--- src/rtl/aes_round_controller.sv ---
// Iterative AES encryption sequencer: holds the cipher state, walks it through the
// initial AddRoundKey and NR external-datapath rounds, and hands out the ciphertext.
module aes_round_controller #(
  parameter int NR = 10
) (
  input  logic         clk,
  input  logic         rst,
  input  logic         in_valid,
  output logic         in_ready,
  input  logic [127:0] in_block,
  output logic         rk_req,
  output logic [3:0]   rk_idx,
  input  logic         rk_valid,
  input  logic [127:0] rk_data,
  output logic [127:0] dp_in,
  output logic         dp_final,
  input  logic [127:0] dp_out,
  output logic         out_valid,
  input  logic         out_ready,
  output logic [127:0] out_block,
  output logic         busy,
  output logic [3:0]   round
);

  localparam logic [3:0] LAST_RND = 4'(NR);

  typedef enum logic [1:0] {
    IDLE  = 2'd0,
    INIT  = 2'd1,
    ROUND = 2'd2,
    DONE  = 2'd3
  } fsm_t;

  fsm_t         fsm_q, fsm_d;
  logic [127:0] state_q, state_d;
  logic [3:0]   rnd_q, rnd_d;

  always_ff @(posedge clk) begin
    if (rst) begin
      fsm_q   <= IDLE;
      state_q <= '0;
      rnd_q   <= '0;
    end else begin
      fsm_q   <= fsm_d;
      state_q <= state_d;
      rnd_q   <= rnd_d;
    end
  end

  // Every register holds unless its state's handshake fires, so key stalls and
  // output backpressure need no extra qualification.
  always_comb begin
    fsm_d     = fsm_q;
    state_d   = state_q;
    rnd_d     = rnd_q;
    in_ready  = 1'b0;
    rk_req    = 1'b0;
    dp_final  = 1'b0;
    out_valid = 1'b0;
    unique case (fsm_q)
      IDLE: begin
        in_ready = 1'b1;
        if (in_valid) begin
          state_d = in_block;
          rnd_d   = 4'd0;
          fsm_d   = INIT;
        end
      end
      INIT: begin
        rk_req = 1'b1;
        if (rk_valid) begin
          state_d = state_q ^ rk_data;
          rnd_d   = 4'd1;
          fsm_d   = ROUND;
        end
      end
      ROUND: begin
        rk_req   = 1'b1;
        dp_final = (rnd_q == LAST_RND);
        if (rk_valid) begin
          state_d = dp_out;
          if (rnd_q == LAST_RND) begin
            fsm_d = DONE;
          end else begin
            rnd_d = rnd_q + 4'd1;
          end
        end
      end
      DONE: begin
        out_valid = 1'b1;
        if (out_ready) begin
          rnd_d = 4'd0;
          fsm_d = IDLE;
        end
      end
      default: begin
        fsm_d = IDLE;
      end
    endcase
  end

  assign rk_idx    = rnd_q;
  assign round     = rnd_q;
  assign dp_in     = state_q;
  assign out_block = state_q;
  assign busy      = (fsm_q != IDLE);

endmodule

--- config.mk ---
export PLATFORM = sky130hd
export DESIGN_NAME = aes_round_controller
export DESIGN_NICKNAME = d
export VERILOG_FILES = /design/src/rtl/aes_round_controller.sv
export SDC_FILE = /design/constraint.sdc
export NUM_CORES = 1
export LEC_CHECK = 0
export CORE_AREA = 2 2 257 259
export CTS_BUF_LIST = sky130_fd_sc_hd__clkbuf_4 sky130_fd_sc_hd__clkbuf_8
export CTS_CLUSTER_SIZE = 40
export DETAILED_ROUTE_END_ITERATION = 8
export DIE_AREA = 0 0 259 261
export PLACE_DENSITY = 0.41
export SYNTH_ARGS = -nofsm -noshare
export SYNTH_HDL_FRONTEND = slang
export SYNTH_SLANG_ARGS = --single-unit
--- constraint.sdc ---
create_clock -name clk -period 2.6 [get_ports clk]
set_input_delay 0.65 -clock clk [delete_from_list [all_inputs] [get_ports clk]]
set_output_delay 0.65 -clock clk [all_outputs]
set_load 0.01 [all_outputs]
==> qor.yml <==
worst_setup_path:
  critical_path.endpoint: "rk_req"
  arrival_ns: 1.75
  endpoint_kind: "output port"
  cp_cell_sequence: "inv_1, ha_2, dlygate4sd2_1"
  reg2reg_depth: 6
  startpoint: "fsm_q[1]"
  reg2reg_from: "rk_idx[0]"
  required_ns: 1.95
  path_class: "flip-flop to output port"
  max_stage_delay_ns: 0.42
  regToRegSetupSlack_ns: 0.35
  start_kind: "flip-flop"
  r2r-end: "rk_idx[3]"
  slowest_stage: "ha_2"
  critPathMaxFanout: 6
final_layout:
  fin_nets: 1941
  num-fill-cells: 7005
  multi_input_area_mm2: 0.004473
  final_util_pct: 25.13
  drive_above_1_share_pct: 6.098
  seq_area_mm2: 0.002689
  area_delta_synth_final_pct: 81.47
floorplanning:
  row_count: 94
  chipHeight_um: 261
  dieArea_mm2: 0.06760
  core_region_area_mm2: 0.06504
  start_util_pct: 13.85
  die_w_um: 259
  ios: 658
cts:
  cts_resized: 9
  cts_setup_buffers: 0
  cts_buffer_depth: 2
  numCtsBuffers: 17
  cts-root-buf: "clkbuf_8"
  path_clk_slew_ns: 0.09
  cts_hold_buf: 0
  tritoncts: "done"
  clk_latency_ns: 0.55
  clkSinkCount: 134
  htreeDepth: 4
synth:
  synth_area_leaders: "dfxtp_1 30%, a221oi_1 12%, o32ai_1 12%"
  syn_nets: 1447
  synth_cell_types: 30
  yosys.area.top_type: "dfxtp_1"
  synth_edf_count: 0
  synth_cells: 1051
  yosys.area.top_type_share_pct: 29.79
  yosysWarnings: 0
  yosysSeqAreaShare_pct: 29.79
  avgSynthCellArea_um2: 8.569
  async_reset_ff_share_pct: 0
  synth_area_mm2: 0.009006
  synth-main-ff-cell: "dfxtp_1"
  ys_ff_latch: 134
sta:
  worst_pin_slew_ns: 0.4927
  holdWs_ns: 0.5098
  skew_ns: 0.02187
  hold_violations: 0
  slew_headroom_pct: 67.15
  layout_min_cycle_time_ns: 2.397
  setup_viol: 0
  period_share_pct: 92.20
  fmaxAchievable_mhz: 417.1
  grt_setup_unrepaired: "no"
  slew_violations: 0
power:
  cell_internal_pwr_mw: 9.995
  ir_worst_vdd_uv: 639.0
  p_per_area_mw_per_mm2: 1059
  p_clk_share_pct: 11.2
  pwr-share-comb_pct: 65.2
  p_sw_share_pct: 42.25
  p_seq_share_pct: 23.6
  leakagePower_nw: 5.241
  p_switching_mw: 7.311
drt:
  viasPerCell: 4.248
  wirelength_um: 47540
  dr_total_vias: 10310
  route.detailed.drc: 0
  dr.pass1.iters: 4
  wl_per_cell_um: 19.60
  drt_iter0_markers: 422
  antenna_left: 0
global_route:
  grt_use_total_pct: 13.32
  grt_pass1_wl_um: 68080
  grt_start_max_net_pins: 71
  grt_antenna_before_repair: 4
  grt_remaining_overflow: 0
  grt_pass1_vias: 10350
worst_hold_path:
  hold_path_class: "flip-flop to flip-flop"
status:
  status: "finished clean"
placement:
  port_buffers: 657
  dp_hpwl_um: 35380
  gp_congestion: 0.7902
flow_run:
  max_cap_violations: 0
-- Yosys cell counts, types with 4 or more instances --
cell	instances
nor2_1	4
o21a_1	128
nor3b_1	128
buf_4	134
inv_1	134
ha_1	7
clkbuf_1	93
dfxtp_1	134
buf_1	4
o32ai_1	128
a221oi_1	128
-- power by group through the flow --
stage          Clock [mW]  Sequential (mW)  Combinational [mW]
2_1_floorplan           0             4.12                6.05
3_3_place_gp            0             4.11                11.3
3_5_place_dp            0             4.16                11.4
4_1_cts              2.08             4.12                11.4
5_1_grt              2.12             4.23                12.2
6_report             1.94             4.09                11.3
-- kinds of logic (layout without fill, tap and decap cells) --
family / after synthesis / in the layout / synth area share (%)
and+or+nand+nor: 150 / 150 / 12.09
AOI/OAI and AO/OA: 393 / 393 / 36.19
other: 0 / 4 / 0
buffers and inverters: 366 / 873 / 20.85
muxes: 1 / 1 / 0.1111
adders and majority gates: 7 / 7 / 0.9724
DFF: 134 / 134 / 29.79
-- final cells by class --
class	instances	share of cell area [%]
Multi-Input combinational cell	551	27.37
Tap cell	864	6.615
Inverter	134	3.093
Clock buffer	18	1.478
Clock inverter	14	0.9110
Antenna cell	4	0.06125
Sequential cell	134	16.45
Timing Repair Buffer	707	44.02
-- placed cells by master, fill, tap and decap left out, types with 2 or more instances in the layout --
master	n
a21oi_1	3
a221oi_1	128
buf_12	20
buf_4	31
bufinv_16	2
clkbuf_8	17
clkdlybuf4s50_1	652
clkinv_2	4
clkinv_4	3
dfxtp_1	131
dfxtp_2	2
diode_2	4
dlygate4sd2_1	4
ha_1	5
ha_2	2
inv_1	133
inv_6	4
nand2_1	2
nor2_1	4
nor3b_1	128
o21a_1	128
o21ai_0	3
o32ai_1	128
or4_1	3
-- how the worst min path moves through the flow --
stage	from	endpoint	slack, ns	cells past startpoint
floorplan	dp_in[0]	dp_in[0]	0.52	2
global placement	dp_in[87]	dp_in[87]	0.49	2
detailed placement	dp_in[91]	dp_in[91]	0.50	2
CTS	dp_in[91]	dp_in[91]	0.51	2
global route	dp_in[87]	dp_in[87]	0.54	2
finish	dp_in[91]	dp_in[91]	0.51	2
-- flip-flops by register name, indices dropped and copies added, names as in the netlist --
signal and flops:
dp_in 128, fsm_q 2, rk_idx 4
-- routing by layer --
metal,part of all wire [%],global-route usage [%]
met1,41,15.76
met2,52,23.55
met3,5.9,3.252
met4,1.7,4.303
met5,0,0
-- per-stage QoR --
| step | power (mW) | TNS [ns] | instance area, um^2 | instances | setup WS (ns) |
|---|---|---|---|---|---|
| 5_1_grt | 18.53 | 0 | 16340 | 2425 | 0.09720 |
| 2_1_floorplan | 10.17 | 0 | 9006 | 1051 | 0.3754 |
| 3_3_place_gp | 15.46 | -0.07834 | 15940 | 2390 | -0.07834 |
| 4_1_cts | 17.63 | 0 | 16330 | 2422 | 0.03213 |
| 3_5_place_dp | 15.55 | -0.01169 | 15940 | 2390 | -0.01169 |
| 6_report | 17.31 | 0 | 16340 | 2426 | 0.2028 |
-- critical path, delay by kind of cell, from the launching register on --
family / cells / cell delay, ns
DFF: 1 / 0.38
buffers and inverters: 2 / 0.41
adders and majority gates: 1 / 0.42
Note: power is estimated with default switching activity, not from simulation.
